### config.mk
export PLATFORM = sky130hd
export DESIGN_NAME = tone_counter_bank
export DESIGN_NICKNAME = d
export VERILOG_FILES = /design/src/rtl/tone_counter_bank.sv
export SDC_FILE = /design/constraint.sdc
export NUM_CORES = 1
export LEC_CHECK = 0
export BUFFER_PORTS_ARGS = -buffer_cell sky130_fd_sc_hd__clkbuf_2
export CORE_MARGIN = 10
export CORE_UTILIZATION = 55
export DETAILED_ROUTE_END_ITERATION = 10
export GPL_ROUTABILITY_DRIVEN = 0
export PLACE_DENSITY_LB_ADDON = 0.2
export SLEW_MARGIN = 20
export SYNTH_ARGS = -nofsm -noshare
export SYNTH_HDL_FRONTEND = slang
export SYNTH_SLANG_ARGS = --single-unit
### constraint.sdc
create_clock -name clk -period 3 [get_ports clk]
set_input_delay 0.3 -clock clk [delete_from_list [all_inputs] [get_ports clk]]
set_output_delay 0.3 -clock clk [all_outputs]
set_load 0.005 [all_outputs]
### src/rtl/tone_counter_bank.sv
// Bank of CHANNELS preload-counter square-wave voices sharing one prescaler, mixed to a saturated signed 16-bit sample.
// Optional per-voice 4-bit volume register is enabled by defining TONE_VOLUME_EN.
module tone_counter_bank #(
   parameter int CHANNELS = 2,
   parameter int CNT_W    = 8,
   parameter int PRESCALE = 96,
   parameter int AMP      = 18000
) (
   input  logic                clk,
   input  logic                reset,
   input  logic                pause,
   input  logic                wr,
`ifdef TONE_VOLUME_EN
   input  logic                wr_vol,
`endif
   input  logic [1:0]          wr_chan,
   input  logic [CNT_W-1:0]    wr_data,
   output logic [CHANNELS-1:0] tick_out,
   output logic [15:0]         audio
);

   localparam int PW = (PRESCALE > 1) ? $clog2(PRESCALE) : 1;
   localparam logic [PW-1:0]    PLAST   = PW'(PRESCALE - 1);
   localparam logic [PW-1:0]    PONE    = PW'(1);
   localparam logic [CNT_W-1:0] ONES    = '1;
   localparam logic [CNT_W-1:0] ONE     = CNT_W'(1);
   localparam logic [CNT_W-1:0] ONES_M1 = ONES - ONE;

   logic [PW-1:0] presc_reg;
   logic          tick;

   assign tick = (presc_reg == PLAST) && !pause;

   always_ff @(posedge clk or posedge reset) begin
      if (reset) begin
         presc_reg <= '0;
      end else if (!pause) begin
         presc_reg <= (presc_reg == PLAST) ? '0 : presc_reg + PONE;
      end
   end

   logic signed [17:0] contrib [CHANNELS];

   generate
      for (genvar gi = 0; gi < CHANNELS; gi++) begin : g_voice
         logic [CNT_W-1:0]   preload_reg;
         logic [CNT_W-1:0]   count_reg;
         logic               toggle_reg;
         logic               tick_reg;
         logic               wr_hit;
         logic               preload_wr;
         logic signed [17:0] mag;

         // Writes to a voice index beyond CHANNELS never match any voice.
         assign wr_hit = wr && (wr_chan == 2'(gi));

`ifdef TONE_VOLUME_EN
         logic [3:0]  vol_reg;
         logic [31:0] scaled;

         assign preload_wr = wr_hit && !wr_vol;
         assign scaled     = 32'(AMP) * {27'd0, ({1'b0, vol_reg} + 5'd1)};
         assign mag        = 18'(scaled >> 4);

         always_ff @(posedge clk or posedge reset) begin
            if (reset) begin
               vol_reg <= 4'hF;
            end else if (wr_hit && wr_vol) begin
               vol_reg <= wr_data[3:0];
            end
         end
`else
         assign preload_wr = wr_hit;
         assign mag        = 18'(AMP);
`endif

         // The reload reads preload_reg before this edge's write lands.
         always_ff @(posedge clk or posedge reset) begin
            if (reset) begin
               preload_reg <= ONES;
               count_reg   <= ONES;
               toggle_reg  <= 1'b0;
               tick_reg    <= 1'b0;
            end else begin
               if (preload_wr) begin
                  preload_reg <= wr_data;
               end
               tick_reg <= tick && (count_reg == ONES_M1);
               if (tick) begin
                  count_reg <= (count_reg == ONES) ? preload_reg : count_reg + ONE;
                  if (count_reg == ONES_M1) begin
                     toggle_reg <= ~toggle_reg;
                  end
               end
            end
         end

         assign tick_out[gi] = tick_reg;
         assign contrib[gi]  = (count_reg == ONES) ? 18'sd0 : (toggle_reg ? mag : -mag);
      end
   endgenerate

   logic signed [17:0] sum;
   logic [15:0]        audio_next;
   logic [15:0]        audio_reg;

   always_comb begin
      sum = '0;
      for (int i = 0; i < CHANNELS; i++) begin
         sum = sum + contrib[i];
      end
      if (sum > 18'sd32767) begin
         audio_next = 16'h7FFF;
      end else if (sum < -18'sd32768) begin
         audio_next = 16'h8000;
      end else begin
         audio_next = sum[15:0];
      end
   end

   always_ff @(posedge clk or posedge reset) begin
      if (reset) begin
         audio_reg <= '0;
      end else if (!pause) begin
         audio_reg <= audio_next;
      end
   end

   assign audio = audio_reg;

endmodule

==> key figures <==
Pwr
  • Switching Power: 0.4011 mW
  • Standby leakage power: 1.443 nW
  • Cell area power density: 503.0 nW/um2
  • Sequential Power Share: 58.9%
  • Clk pwr share: 30.4%
  • Worst supply voltage drop on vdd: 0.3404 mV
  • Total chip power: 1.611 mW
  • Internal Pwr Total: 1.209 mW
  • Relative contribution of combinational cells to total power: 10.7%
  • Proportion of total power due to net switching: 24.91%

Yosys
  • Number of flops mapped to enable cells by yosys: 0
  • Number of synthesized register bits: 56
  • Number of cells produced by synthesis: 260
  • Synth Flop Type: sky130_fd_sc_hd__dfstp_2
  • Syn_area_per_cell: 11.14 um2
  • Yosys cell types: 52
  • Total standard cell area after synthesis: 2897 um2
  • Yosys Warn Count: 0
  • Post-synthesis sequential area ratio: 49.76%
  • Synth Net Count: 283
  • Fraction of registers with async set or reset after synthesis: 100.0%

Job
  • Maximum capacitance violations: 0

Detailed routing
  • Total via count after detailed routing: 2028
  • 1st-iter DRT viols: 71
  • Wirelength, routed: 5500 um
  • Initial DRT Pass Iterations: 4
  • Vias/cell: 5.649
  • Detailed-route wire length per cell: 15.32 um
  • Antenna violation net count after detailed routing: 0
  • Remaining routing DRC violations: 0

Clocking
  • TritonCTS buffer count: 5
  • Number of sinks handled by clock tree synthesis: 56
  • Clock tree from TritonCTS: done
  • Largest buffer count on any clock path: 2
  • Deepest level of the CTS H-tree: 2
  • Later-pin clock latency in the skew report: 0.31 ns
  • Clock root buffer: sky130_fd_sc_hd__clkbuf_8
  • Hold-fix buffer count after cts: 0
  • Clock transition at the register clock pins on the worst setup and hold paths after CTS: 0.09 ns

Setup path
  • Required time of the critical path: 3.25 ns
  • CP Max Fanout: 9
  • Depth of the worst register-to-register path: 9
  • Reg2Reg Setup Slack: 0.23 ns
  • Nature of the critical path endpoint: flip-flop
  • Critical Path Source Type: flip-flop
  • Maximum cell stage delay along the critical path: 0.62 ns
  • CP dominant cell by count: sky130_fd_sc_hd__ha_1
  • Source of the critical timing path: g_voice[1].count_reg[0]
  • Timing endpoint of the critical path: audio[8]
  • Critical-path cell with the highest stage delay: sky130_fd_sc_hd__dfstp_2
  • Arrival time at the worst endpoint: 3.02 ns
  • End of the worst register-to-register path: audio[8]
  • Classification of the worst setup path: reg2reg
  • Start of the worst register-to-register path: g_voice[1].count_reg[0]
  • Cells along the critical path: ha_1, inv_1, nor3_4, nor2b_1, ha_1, nand2_1, a311oi_4, a22o_1, a21o_1

GRT
  • GR Util All Layers: 13.38%
  • Maximum number of pins on one net before global-route repair: 38
  • Overflow left after global routing: 0
  • Initial antenna violation count: 0
  • Wire length of the first global-routing pass: 9377 um
  • Via count of the first global-routing pass: 1999

Place
  • Area of placed instances: 3064 um2
  • PortBufs: 31
  • Detailed Place HPWL: 4105 um
  • Count of placed standard cells including taps: 351

Die
  • Die Span X: 92.57 um
  • Die area: 8569 um2
  • Row count: 26
  • I/O pin cnt: 32
  • Height of the die: 92.57 um
  • Initial Utilization: 56.71%
  • Total core area: 5107 um2

Final layout
  • Number of diodes added for antenna fixing: 0
  • Ratio of cells with drive above 1 in the final layout: 37.72%
  • Final core occ: 62.69%
  • Final standard cell area without fillers: 3202 um2
  • Area delta synth->final: 10.54%
  • Commonest cells after routing, fill and taps aside: 32 x sky130_fd_sc_hd__dfstp_2, 31 x sky130_fd_sc_hd__clkbuf_2, 24 x sky130_fd_sc_hd__nand2_1, 24 x sky130_fd_sc_hd__dfrtp_1
  • Final instance count without filler cells: 359
  • Number of inserted filler cells in the final layout: 441
  • Nets: 311
  • Most common library cell in the layout ignoring fill and taps: sky130_fd_sc_hd__dfstp_2

Status
  • Status: completed

STA
  • Final Hold Vio Count: 0
  • Setup-failing EPs final: 0
  • Achievable Freq: 361.4 MHz
  • Time the final worst path needs with I/O delays and setup: 2.767 ns
  • Period utilisation layout: 92.23%
  • Worst-case headroom to the max-slew limit: 50.23%
  • Skew final: 0.006024 ns
  • Slew at the pin closest to its max-slew limit: 0.7454 ns
  • Hold slack final: 0.09566 ns
  • Count of pins over their slew limit: 0

Worst hold path
  • Min-Delay Path Class: in2async
[cell usage after synthesis (all sizes together) (5+ instances only)]
cell type | n | area, um2
mux2 | 19 | 214.0
inv | 20 | 75.07
o211ai | 5 | 37.54
dfrtp | 24 | 600.6
dfstp | 32 | 840.8
nand4 | 8 | 50.05
ha | 8 | 100.1
xor2 | 6 | 67.56
mux2i | 8 | 80.08
buf | 13 | 101.3
o21ai | 12 | 60.06
a21o | 5 | 37.54
nand3 | 7 | 40.04
and3 | 5 | 46.29
a21oi | 14 | 73.82
nor2b | 6 | 37.54
nor2 | 8 | 30.03
nand2 | 24 | 90.09
[per-stage QoR]
stage,setup WS [ns],setup TNS (ns)
global placement,0.2438,0
CTS,0.1776,0
finish,0.2331,0
floorplan,0.3178,0
global route,-0.02120,-0.08474
detailed placement,0.1935,0
[metal layers]
metal | wire length (um) | track usage [%]
met4 | 38 | 4.242
met3 | 398 | 4.520
met5 | 0 | 0
met2 | 2706 | 22.12
met1 | 2356 | 16.07
[power groups by stage]
stage / Sequential, mW / Clock [mW] / Combinational [mW]
6_report: 0.948 / 0.490 / 0.172
3_3_place_gp: 0.956 / 0 / 0.164
4_1_cts: 0.947 / 0.506 / 0.176
2_1_floorplan: 0.935 / 0 / 0.139
3_5_place_dp: 0.960 / 0 / 0.171
5_1_grt: 0.961 / 0.542 / 0.202
[final cells by class]
type	count	area [um2]	area share [%]
Clock inverter	3	42.54	1.329
Timing Repair Buffer	35	185.2	5.784
Sequential cell	56	1441	45.02
Inverter	20	75.07	2.345
Tap cell	70	87.58	2.735
Multi-Input combinational cell	170	1301	40.64
Clock buffer	5	68.82	2.149
[worst min path at each step]
| stage | start | end | slack, ns | depth (start not counted) |
|---|---|---|---|---|
| floorplan | wr_data[0] | g_voice[1].preload_reg[0] | 0.45 | 1 |
| global placement | reset | presc_reg[0] | 0.46 | 2 |
| detailed placement | reset | audio[8] | 0.46 | 2 |
| CTS | reset | audio[8] | 0.12 | 2 |
| global route | reset | audio[8] | 0.14 | 2 |
| finish | reset | audio[8] | 0.1 | 2 |
[cells by family after synthesis]
| group | synth area share, % |
|---|---|
| and+or+nand+nor | 13.82 |
| AOI/OAI and AO/OA | 13.26 |
| buffers and inverters | 6.220 |
| DFF | 49.76 |
| adders and majority gates | 4.147 |
| muxes | 10.15 |
| xor gates and xnor gates | 2.635 |
[worst max-delay path: cells and delay by family, from the launching register on]
kind	cells	cell delay [ns]
DFF	1	0.62
adders and majority gates	2	0.70
AOI/OAI and AO/OA	3	0.84
buffers and inverters	1	0.09
and+or+nand+nor	3	0.45
[what timing repair did]
item                       4_1_cts  5_1_grt
setup endpoints to repair        0        7
hold endpoints to repair         0        0
resized for setup                0        4
buffers inserted                 0        0
No activity file was read; power rests on OpenSTA's default activity.
